[config.mk]
export PLATFORM = sky130hd
export DESIGN_NAME = best_neighbor_scan
export DESIGN_NICKNAME = d
export VERILOG_FILES = /design/src/rtl/best_neighbor_scan.sv
export SDC_FILE = /design/constraint.sdc
export NUM_CORES = 1
export LEC_CHECK = 0
export CAP_MARGIN = 10
export CORE_ASPECT_RATIO = 0.7
export CORE_MARGIN = 5
export CORE_UTILIZATION = 54
export CTS_CLUSTER_SIZE = 12
export DETAILED_ROUTE_END_ITERATION = 8
export GPL_ROUTABILITY_DRIVEN = 0
export GPL_TIMING_DRIVEN = 0
export HOLD_SLACK_MARGIN = 0.06
export PLACE_DENSITY_LB_ADDON = 0.15
export SETUP_SLACK_MARGIN = 0.15
export SYNTH_ARGS = -nofsm -noshare
export SYNTH_HDL_FRONTEND = slang
export SYNTH_SLANG_ARGS = --single-unit
[constraint.sdc]
create_clock -name clock -period 6.3 [get_ports clock]
set_clock_uncertainty 0.1 [all_clocks]
set_input_delay 0.63 -clock clock [delete_from_list [all_inputs] [get_ports clock]]
set_output_delay 0.63 -clock clock [all_outputs]
set_load 0.01 [all_outputs]
[src/rtl/best_neighbor_scan.sv]
// Read-only sequencer: reads neighborCount, scans the qValue table for the highest Q,
// then fetches the winning entry's neighborID from the shared word memory.
//
// state  | meaning
// IDLE   | waiting for start, mem_addr parked at 0
// RD_CNT | reading neighborCount, clamping to MAX_NBRS
// SCAN   | one qValue per cycle, tracking the strict maximum
// RD_ID  | reading neighborID of the winner
// DONE   | one-cycle done pulse
module best_neighbor_scan #(
  parameter logic [15:0] NBR_COUNT_ADDR = 16'h068A,
  parameter logic [15:0] QVALUE_BASE    = 16'h01C8,
  parameter logic [15:0] NBR_ID_BASE    = 16'h0048,
  parameter int          MAX_NBRS       = 64
) (
  input  logic        clock,
  input  logic        reset,
  input  logic        start,
  output logic [15:0] mem_addr,
  output logic        mem_wr_en,
  input  logic [15:0] mem_rdata,
  output logic        busy,
  output logic        done,
  output logic        found,
  output logic [15:0] best_id,
  output logic [15:0] best_q,
  output logic [5:0]  best_idx
);

  localparam logic [2:0] IDLE   = 3'd0;
  localparam logic [2:0] RD_CNT = 3'd1;
  localparam logic [2:0] SCAN   = 3'd2;
  localparam logic [2:0] RD_ID  = 3'd3;
  localparam logic [2:0] DONE   = 3'd4;

  localparam logic [15:0] MAX_N16 = 16'(MAX_NBRS);
  localparam logic [6:0]  MAX_N7  = 7'(MAX_NBRS);

  logic [2:0] state;
  logic [6:0] n;
  logic [6:0] i;
  logic [6:0] n_clamped;

  assign mem_wr_en = 1'b0;
  assign busy      = (state != IDLE);
  assign done      = (state == DONE);
  assign n_clamped = (mem_rdata > MAX_N16) ? MAX_N7 : mem_rdata[6:0];

  always_comb begin
    mem_addr = 16'h0000;
    case (state)
      RD_CNT:  mem_addr = NBR_COUNT_ADDR;
      SCAN:    mem_addr = QVALUE_BASE + {8'b0, i, 1'b0};
      RD_ID:   mem_addr = NBR_ID_BASE + {9'b0, best_idx, 1'b0};
      default: mem_addr = 16'h0000;
    endcase
  end

  always_ff @(posedge clock or posedge reset) begin
    if (reset) begin
      state    <= IDLE;
      n        <= 7'd0;
      i        <= 7'd0;
      found    <= 1'b0;
      best_id  <= 16'h0000;
      best_q   <= 16'h0000;
      best_idx <= 6'd0;
    end else begin
      case (state)
        IDLE: begin
          if (start) begin
            state    <= RD_CNT;
            found    <= 1'b0;
            best_id  <= 16'h0000;
            best_q   <= 16'h0000;
            best_idx <= 6'd0;
          end
        end
        RD_CNT: begin
          n     <= n_clamped;
          i     <= 7'd0;
          state <= (n_clamped == 7'd0) ? DONE : SCAN;
        end
        SCAN: begin
          // Strict compare keeps the lowest index on ties.
          if (i == 7'd0 || mem_rdata > best_q) begin
            best_q   <= mem_rdata;
            best_idx <= i[5:0];
          end
          if (i == n - 7'd1) state <= RD_ID;
          else               i     <= i + 7'd1;
        end
        RD_ID: begin
          best_id <= mem_rdata;
          found   <= 1'b1;
          state   <= DONE;
        end
        DONE:    state <= IDLE;
        default: state <= IDLE;
      endcase
    end
  end

endmodule

==> results of run 1 <==
[logic make-up after synthesis]
kind of cell               count (synthesis)  share of synthesized area, %
xor gates and xnor gates                  14                          3.99
and+or+nand+nor                           95                          14.7
other                                      1                         0.115
AOI/OAI and AO/OA                         68                          15.0
buffers and inverters                     51                          7.26
DFF                                       56                          43.0
adders and majority gates                 22                          8.45
muxes                                     24                          7.45
[layer usage]
| layer | vias up | global-route usage [%] |
|---|---|---|
| met5 | - | 0 |
| met4 | 0 | 6.61 |
| met3 | 10 | 5.19 |
| met2 | 101 | 37.4 |
| met1 | 1329 | 35.7 |
| li1 | 1313 | - |
[state kept, by name (all words and copies together), names as in the netlist]
register,count
best_id,16
best_idx,6
best_q,16
found,1
i,7
n,7
state,3
[synthesized netlist by cell type, types with 2 or more instances]
master                     number  area, µm²
sky130_fd_sc_hd__a211oi_1       2       15.0
sky130_fd_sc_hd__a21o_1         5       37.5
sky130_fd_sc_hd__a21oi_1       14       70.1
sky130_fd_sc_hd__a22o_1        21        184
sky130_fd_sc_hd__and3_1         2       12.5
sky130_fd_sc_hd__buf_2          3       15.0
sky130_fd_sc_hd__buf_4          9       67.6
sky130_fd_sc_hd__clkbuf_1       6       22.5
sky130_fd_sc_hd__dfrtp_1       56       1400
sky130_fd_sc_hd__ha_1          22        275
sky130_fd_sc_hd__inv_1         31        116
sky130_fd_sc_hd__mux2_2         2       22.5
sky130_fd_sc_hd__mux2i_1       22        220
sky130_fd_sc_hd__nand2_1       35        131
sky130_fd_sc_hd__nand2b_1       4       25.0
sky130_fd_sc_hd__nand3_1        6       30.0
sky130_fd_sc_hd__nand4_1        8       50.1
sky130_fd_sc_hd__nor2_1        19       71.3
sky130_fd_sc_hd__nor2b_1        4       25.0
sky130_fd_sc_hd__nor3_1         4       20.0
sky130_fd_sc_hd__nor3_4         2       32.5
sky130_fd_sc_hd__nor4_1         4       25.0
sky130_fd_sc_hd__o211ai_1       2       15.0
sky130_fd_sc_hd__o21ai_0       12       60.1
sky130_fd_sc_hd__o311a_1        2       20.0
sky130_fd_sc_hd__o31ai_1        3       22.5
sky130_fd_sc_hd__o31ai_2        2       25.0
sky130_fd_sc_hd__or3_1          2       12.5
sky130_fd_sc_hd__xnor2_1       10       87.6
sky130_fd_sc_hd__xor2_1         3       26.3
[per-stage QoR]
stage	instances	hold slack, ns	cell area [µm²]	power (µW)	worst slack [ns]
2_1_floorplan	337	0.367	3280	1090	3.91
3_3_place_gp	481	0.366	4070	1470	3.02
3_5_place_dp	482	0.370	4090	1500	2.99
4_1_cts	490	0.394	4180	1710	3.02
5_1_grt	490	0.427	4180	1840	2.85
6_report	490	0.393	4180	1710	3.01
[worst max-delay path by stage]
| stage | to | slack (ns) | depth (start not counted) |
|---|---|---|---|
| 3_5_place_dp | best_q[5]$_DFFE_PP0P_ | 2.99 | 9 |
| 2_1_floorplan | best_idx[2]$_DFFE_PP0P_ | 3.91 | 8 |
| 5_1_grt | mem_addr[5] | 2.85 | 6 |
| 3_3_place_gp | best_q[2]$_DFFE_PP0P_ | 3.02 | 9 |
| 4_1_cts | mem_addr[4] | 3.02 | 5 |
| 6_report | mem_addr[4] | 3.01 | 5 |
[worst max-delay path: cells and delay by family (launching register included)]
family | cells | cell delay [ns]
buf+inv | 2 | 1.07
flops | 1 | 0.48
simple gates | 2 | 0.47
compound gates | 1 | 0.24
[power groups by stage]
stage          combinational, µW  clock, µW  sequential (µW)
2_1_floorplan                521          0              568
3_3_place_gp                 922          0              547
3_5_place_dp                 946          0              550
4_1_cts                      951        216              544
5_1_grt                     1040        231              560
6_report                     951        213              545
[layout make-up]
type | count | share of cell area, %
Sequential cell | 56 | 33.5
Clock inverter | 1 | 0.180
Multi-Input combinational cell | 230 | 39.3
Buffer | 19 | 2.78
Inverter | 32 | 2.87
Clock buffer | 7 | 2.07
Tap cell | 75 | 2.25
Timing Repair Buffer | 70 | 17.0
==> metrics, run 1 <==
Worst Path Arrival 2.56 ns; maximum root-to-sink buffer count 2; share of synthesized flip-flops with an asynchronous set or reset between 90% and 100%; worst r2r path cells 8; Max H-tree Level 2; length of the first detailed-routing pass in iterations 4; data required time at the worst endpoint roughly 5.6 ns; share of the core filled with cells in the final layout roughly 72%; hold path startpoint found$_DFFE_PP0P_; placeable core region between 0.005 and 0.006 mm²; slew at the pin closest to its max-slew limit between 0.7 and 0.8 ns; Hold Violations, Final 0; setup repair after global routing missed its margin no; routed vias between 2000 and 3000; share of the yosys chip area belonging to registers between 40% and 50%; Slowest cell on crit path sky130_fd_sc_hd__clkdlybuf4s50_1; global-route wire length before repair around 14000 µm; sequential cell fraction of total power about a third; per-instance average area after synthesis between 9 and 10 µm²; Row Count 23; total number of nets in the final design 455; chain of cells forming the critical path nand2b_1 -> nor2_1 -> clkbuf_1 -> a22o_1 -> clkdlybuf4s50_1; length of routed wiring on met1 roughly 4300 µm; leakage power slightly below 0.002 µW; Die Wd 103 µm; number of buffers added by the clock tree synthesis step 5; antenna violation net count after detailed routing 0; all-layer global routing usage between 20% and 30%; IR Drop Worst-Case VDD between 0.00015 and 0.0002 V; critical setup path kind flip-flop to primary output; FF+latch count, synth between 50 and 60; signed area change from the synthesized netlist to the final layout 28.3%; Routed WL per cell ~18 µm; buffer count from post-CTS setup fixing 0; final-report setup violation count 0; post-synth cell types 44; final max-slew violation count 0; top routing layer in use met4; flop-to-flop setup slack 3.63 ns; 1st-iter DRT viols 170; hpwl dp 6660 µm; clock tree from TritonCTS done; initial standard-cell utilization of the core a little under three fifths; hold_buf cts 0; worst stage delay on the critical path between 0.5 and 0.6 ns; kind of launch point of the worst setup path flip-flop; number of enable flip-flop cells after synthesis 0; proportion of layout cells with a drive suffix above 1 7.47%; gr ovfl total 0; number of clock sinks seen by CTS 56; DRC errors left 0; area of the mapped netlist between 0.003 and 0.004 mm²; start point of the critical path state[2]$_DFFE_PP0P_; hold depth 1; clock insertion delay at the later pin of the skew report between 0.3 and 0.4 ns; number of cells upsized or downsized after cts 0; max-cap viol count 0; fraction of the cycle the final worst path needs between 50% and 60%; result of the run complete, no violations; detailed route wirelength on metal3 around 630 µm; sum of routed wire length over all layers between 8000 and 9000 µm; n_diodes 0; largest net degree at the start of global routing 34; average via count per standard cell 5.62; vias in the first global route 2833; clock power share around 13%; capture instance of the worst register-to-register path best_q[2]$_DFFE_PP0P_; power density normalized to cell area roughly 410 mW/mm²; P_sw roughly 700 µW; buffer type at the clock tree root sky130_fd_sc_hd__clkbuf_8; CP Capture Type primary output; switch share between 40 and 50%; post-synthesis cell count ~330; most common cell after layout, fill and taps aside sky130_fd_sc_hd__clkdlybuf4s50_1; post-layout minimum cycle time approximately 3.3 ns; count of filler cells inserted in the layout 451; die height between 70 and 80 µm; count of input and output buffers a little under 70; multi-input combinational cell area around 0.0016 mm²; reg2reg start i[2]$_DFFE_PP0P_; Yosys warning count 0; Worst Hold Class flip-flop to flip-flop; total area of sequential cells about 0.0014 mm²; critical path fanouts, max 10; hold endpoint found$_DFFE_PP0P_; Clk pin slew, worst setup/hold paths roughly 0.11 ns; most common flop cell mapped by yosys sky130_fd_sc_hd__dfrtp_1; number of primary I/O pins 77; met2 routed WL between 3000 and 4000 µm; achievable frequency between 300 and 400 MHz; Internal Power approximately 1000 µW; proportion of power drawn by combinational gates 55.6%; number of antenna violations at the first check in global routing 0; TNS Setup 0 ns; leading cell types in the layout, fill and taps excluded sky130_fd_sc_hd__clkdlybuf4s50_1 (69), sky130_fd_sc_hd__dfrtp_1 (56), sky130_fd_sc_hd__nand2_1 (35), sky130_fd_sc_hd__inv_1 (30); Slew headroom 49.0%; Die ar. 0.00771 mm²
Power figures use the tool's default switching activity.
==> run 2, diff against run 1 <==
--- a/config.mk
+++ b/config.mk
@@ -8,7 +8,7 @@
 export CAP_MARGIN = 10
 export CORE_ASPECT_RATIO = 0.7
 export CORE_MARGIN = 5
-export CORE_UTILIZATION = 54
+export CORE_UTILIZATION = 50
 export CTS_CLUSTER_SIZE = 12
 export DETAILED_ROUTE_END_ITERATION = 8
 export GPL_ROUTABILITY_DRIVEN = 0
==> constraint.sdc (replaced) <==
create_clock -name clock -period 3.4 [get_ports clock]
set_clock_uncertainty 0.1 [all_clocks]
set_input_delay 0.34 -clock clock [delete_from_list [all_inputs] [get_ports clock]]
set_output_delay 0.34 -clock clock [all_outputs]
set_load 0.01 [all_outputs]
==> run 2 against run 1 <==
Against the previous run: register-to-register slack lost 2.9 ns; design area grew 0.12%; hold slack lost 0.13 ns; critical path depth is the same; power grew 85%; sequential share of layout area is essentially flat; wire length is essentially flat; sequential power grew 85%; clock power grew 82%; clock-buffer cell count shrank 2; first-iteration DRC count shrank 24%; critical endpoint unchanged; largest cell class unchanged.
==> metrics, run 2 (same netlist as run 1, synthesis figures left out) <==
count of filler cells inserted in the layout between 500 and 600; leading cell types in the layout, fill and taps excluded sky130_fd_sc_hd__clkdlybuf4s50_1 (69), sky130_fd_sc_hd__dfrtp_1 (56), sky130_fd_sc_hd__nand2_1 (35), sky130_fd_sc_hd__inv_1 (30); final max-slew violation count 0; hold_buf cts 0; buffer count from post-CTS setup fixing 0; Die ar. about 0.0083 mm²; gr ovfl total 0; data required time at the worst endpoint approximately 3.0 ns; maximum root-to-sink buffer count 2; most common cell after layout, fill and taps aside sky130_fd_sc_hd__clkdlybuf4s50_1; global-route wire length before repair between 10000 and 15000 µm; number of buffers added by the clock tree synthesis step 5; kind of launch point of the worst setup path flip-flop; CP Capture Type primary output; signed area change from the synthesized netlist to the final layout 28.4%; n_diodes 0; routed vias roughly 2800; all-layer global routing usage 22.2%; clock tree from TritonCTS done; TNS Setup 0 ns; family of cells with the greatest summed delay on the critical path buffers and inverters; final-report setup violation count 0; Slew headroom between 40% and 50%; total number of nets in the final design about 460; die height between 70 and 80 µm; total area of sequential cells ~0.0014 mm²; Max H-tree Level 2; Fin Hold WS 0.262 ns; buffer type at the clock tree root sky130_fd_sc_hd__clkbuf_8; proportion of layout cells with a drive suffix above 1 under 10%; number of clock sinks seen by CTS 56; setup repair after global routing missed its margin no; 1st-iter DRT viols approximately 130; power density normalized to cell area roughly 750 mW/mm²; total power consumption of the routed design between 3000 and 4000 µW; result of the run complete, no violations; post-route non-filler standard cell count 493; Routed WL per cell 17.7 µm; Row Count 24; buffers and inverters on the worst path 2; chain of cells forming the critical path nand2b_1 -> nor2_1 -> clkbuf_1 -> a22o_1 -> clkdlybuf4s50_1; length of the first detailed-routing pass in iterations 4; fraction of the cycle the final worst path needs between 80% and 90%; Clk pin slew, worst setup/hold paths ~0.11 ns; leakage power 0.00194 µW; average via count per standard cell approximately 5.6; Placed Cells incl. Taps 485; IR Drop Worst-Case VDD ~0.00037 V; DRC errors left 0; number of primary I/O pins 77; worst stage delay on the critical path 0.54 ns; placeable core region 0.00628 mm²; Hold Violations, Final 0; largest net degree at the start of global routing 36; Worst Hold Class input pin to asynchronous set/reset pin; vias in the first global route about 2800; post-layout minimum cycle time 3.03 ns; antenna violation net count after detailed routing 0; initial standard-cell utilization of the core approximately half; number of cells upsized or downsized after cts 0; critical path fanouts, max 10; hpwl dp around 6800 µm; critical setup path kind flip-flop to primary output; sum of routed wire length over all layers between 8000 and 9000 µm; clock insertion delay at the later pin of the skew report roughly 0.31 ns; Regs by FF count best_id x16, best_q x16; count of input and output buffers 69; slew at the pin closest to its max-slew limit between 0.7 and 0.8 ns; Slowest cell on crit path sky130_fd_sc_hd__clkdlybuf4s50_1; max-cap viol count 0; number of antenna violations at the first check in global routing 0; Die Wd between 100 and 150 µm; multi-input combinational cell area between 0.0015 and 0.002 mm²; achievable frequency between 300 and 400 MHz; Worst Path Arrival around 2.6 ns
## run 2: cell count changes in the layout (fill, tap and decap cells not counted)
cell | before | now
sky130_fd_sc_hd__clkinv_4 | 0 | 2
sky130_fd_sc_hd__clkbuf_1 | 7 | 6
sky130_fd_sc_hd__clkbuf_8 | 6 | 5
sky130_fd_sc_hd__clkinvlp_4 | 1 | 0
sky130_fd_sc_hd__inv_6 | 0 | 1
## run 2: metrics by stage
step	setup slack, ns	instance area, µm²	utilization (%)
floorplan	1.21	3280	-
global placement	0.454	4070	64.8
detailed placement	0.384	4090	65.2
CTS	0.387	4180	66.7
global route	0.236	4180	66.7
finish	0.375	4180	66.7
## run 2: cell type report
class                      count  area share, %
tap                           78           2.33
clock inverter                 3          0.628
timing repair buffer          70           17.0
inverter                      32           2.87
multi-input combinational    230           39.3
sequential                    56           33.5
buffer                        19           2.78
clock buffer                   5           1.64
## run 2: path summary, 6_finish.rpt
| kind | start | endpoint | slack, ns | cells past startpoint |
|---|---|---|---|---|
| worst max-delay path | state[2]$_DFFE_PP0P_ | mem_addr[4] | 0.37 | 5 |
| worst min-delay path | reset | best_id[12]$_DFFE_PP0P_ | 0.26 | 2 |
| worst max register to register | i[2]$_DFFE_PP0P_ | best_q[10]$_DFFE_PP0P_ | 0.76 | 8 |
| worst min register to register | found$_DFFE_PP0P_ | found$_DFFE_PP0P_ | 0.39 | 1 |
| max in group asynchronous | reset | n[0]$_DFFE_PP0P_ | 2.37 | 3 |
| min in group clock | found$_DFFE_PP0P_ | found$_DFFE_PP0P_ | 0.39 | 1 |
## run 2: power breakdown
part           internal (µW)  switching (µW)
registers                852             160
logic                    835             919
clock network            151             236
total                   1840            1310
## run 2: routing by layer
layer | share of wire (%) | up-vias | track usage (%)
met5 | 0 | - | 0
li1 | - | 1320 | -
met2 | 43 | 101 | 34.5
met1 | 48 | 1333 | 32.3
met3 | 7.6 | 8 | 4.48
met4 | 0.98 | 0 | 4.73
==> run 3, diff against run 2 <==
==> constraint.sdc (replaced) <==
create_clock -name clock -period 3.4 [get_ports clock]
set_clock_uncertainty 0.1 [all_clocks]
set_input_delay 0.68 -clock clock [delete_from_list [all_inputs] [get_ports clock]]
set_output_delay 0.68 -clock clock [all_outputs]
set_load 0.01 [all_outputs]
==> run 3 against run 2 <==
Against the previous run: clock power barely moved; sequential power hardly changed; sequential cell count did not move; wire length up 0.11%; core utilization rose by 0.060 points; die area did not move; cell count unchanged; power about the same; first-iteration DRC count increased by 1.6%; worst setup slack worse by 0.10 ns; fmax shrank 3.2%; largest cell class unchanged.
==> metrics, run 3 (same netlist as run 1, synthesis figures left out) <==
result of the run complete, no violations; placeable core region between 0.006 and 0.007 mm²; setup repair after global routing missed its margin yes; hold_buf cts 0; global-route wire length before repair 14600 µm; data required time at the worst endpoint between 2 and 3 ns; 1st-iter DRT viols 131; most common cell after layout, fill and taps aside sky130_fd_sc_hd__clkdlybuf4s50_1; leading cell types in the layout, fill and taps excluded sky130_fd_sc_hd__clkdlybuf4s50_1 (69), sky130_fd_sc_hd__dfrtp_1 (56), sky130_fd_sc_hd__nand2_1 (35), sky130_fd_sc_hd__inv_1 (30); post-layout minimum cycle time 3.13 ns; max-cap viol count 0; number of buffers added by the clock tree synthesis step 5; n_diodes 0; hpwl dp 6760 µm; Worst Path Arrival between 2 and 2.5 ns; routed vias around 2800; Row Count 24; Worst Hold Class flip-flop to flip-flop; Max H-tree Level 2; die height 77.5 µm; TNS Setup 0 ns; CP Capture Type primary output; pre-CTS WS ~0.044 ns; fraction of the cycle the final worst path needs 91.9%; DRC errors left 0; Clk pin slew, worst setup/hold paths 0.11 ns; number of primary I/O pins between 70 and 80; leakage power between 0.0015 and 0.002 µW; total number of nets in the final design approximately 460; achievable frequency 320 MHz; sum of routed wire length over all layers 8710 µm; all-layer global routing usage 22.2%; final-report setup violation count 0; Placed Cells incl. Taps between 400 and 500; Hold Violations, Final 0; critical path fanouts, max 10; buffer type at the clock tree root sky130_fd_sc_hd__clkbuf_8; signed area change from the synthesized netlist to the final layout 28.5%; buffer count from post-CTS setup fixing 0; slew at the pin closest to its max-slew limit just under 0.8 ns; largest net degree at the start of global routing 36; number of antenna violations at the first check in global routing 0; Fin Hold WS approximately 0.4 ns; proportion of layout cells with a drive suffix above 1 under 10%; gr ovfl total 0; Routed WL per cell about 18 µm; share of the core filled with cells in the final layout between 60% and 70%; Regs by FF count best_id x16, best_q x16; clock insertion delay at the later pin of the skew report 0.31 ns; post-route non-filler standard cell count 493; length of the first detailed-routing pass in iterations 4; Die ar. 0.00826 mm²; IR Drop Worst-Case VDD about 0.00037 V; power density normalized to cell area roughly 750 mW/mm²; count of input and output buffers roughly 70; initial standard-cell utilization of the core 51.9%; vias in the first global route 2838; critical setup path kind flip-flop to primary output; count of filler cells inserted in the layout between 500 and 600; Die Wd between 100 and 150 µm; kind of launch point of the worst setup path flip-flop; least setup slack across all paths after layout approximately 0.27 ns; antenna violation net count after detailed routing 0; Slew headroom about 47%; maximum root-to-sink buffer count 2; clock tree from TritonCTS done; final max-slew violation count 0; average via count per standard cell roughly 5.6; number of clock sinks seen by CTS 56
## run 3: cell count changes in the layout (fill, tap and decap cells not counted), sizes merged
cell    delta
buf        +2
clkbuf     -2
## run 3: path summary, 6_finish.rpt
check | from | to | slack [ns] | depth (start not counted)
max | state[2]$_DFFE_PP0P_ | mem_addr[4] | 0.27 | 5
max reg2reg | i[2]$_DFFE_PP0P_ | best_q[10]$_DFFE_PP0P_ | 0.75 | 8
min reg2reg | found$_DFFE_PP0P_ | found$_DFFE_PP0P_ | 0.39 | 1
min in group asynchronous | reset | best_id[12]$_DFFE_PP0P_ | 0.60 | 2
max in group asynchronous | reset | best_q[2]$_DFFE_PP0P_ | 2.03 | 3
min | found$_DFFE_PP0P_ | found$_DFFE_PP0P_ | 0.39 | 1
## run 3: cell type report
class	instances	area, µm²	area share, %
clock buffers	5	68.8	1.64
multi-input cells	230	1640	39.2
inverters	32	120	2.87
well taps	78	97.6	2.33
clock inverters	3	26.3	0.627
flip-flops and latches	56	1400	33.5
plain buffers	19	120	2.87
repair buffers	70	711	17.0
## run 3: stage by stage
| stage | power, µW | cell area [µm²] |
|---|---|---|
| global placement | 2720 | 4070 |
| floorplan | 2020 | 3280 |
| CTS | 3170 | 4190 |
| finish | 3150 | 4190 |
| detailed placement | 2770 | 4090 |
| global route | 3390 | 4190 |
## run 3: critical path, cell delays in order (launching register included)
cell and delay, ns:
sky130_fd_sc_hd__dfrtp_1 0.49, sky130_fd_sc_hd__nand2b_1 0.25, sky130_fd_sc_hd__nor2_1 0.22, sky130_fd_sc_hd__clkbuf_2 0.34, sky130_fd_sc_hd__a22o_1 0.19, sky130_fd_sc_hd__clkdlybuf4s50_1 0.54
## run 3: what timing repair did
item / 4_1_cts / 5_1_grt
resized for setup: 2 / 4
cloned: 0 / 0
setup endpoints to repair: 3 / 3
hold endpoints to repair: 0 / 0
## run 3: power by group
group / total, µW / internal, µW / switching (µW)
clock: 385 / 151 / 234
combinational: 1760 / 839 / 917
sequential: 1010 / 852 / 161
total: 3150 / 1840 / 1310
## run 3: metal layers
| layer | global-route usage (%) | vias up | share of wire (%) |
|---|---|---|---|
| li1 | - | 1318 | - |
| met4 | 4.73 | 0 | 1.3 |
| met5 | 0 | - | 0 |
| met3 | 4.48 | 12 | 6.7 |
| met2 | 34.5 | 97 | 43 |
| met1 | 32.3 | 1340 | 49 |
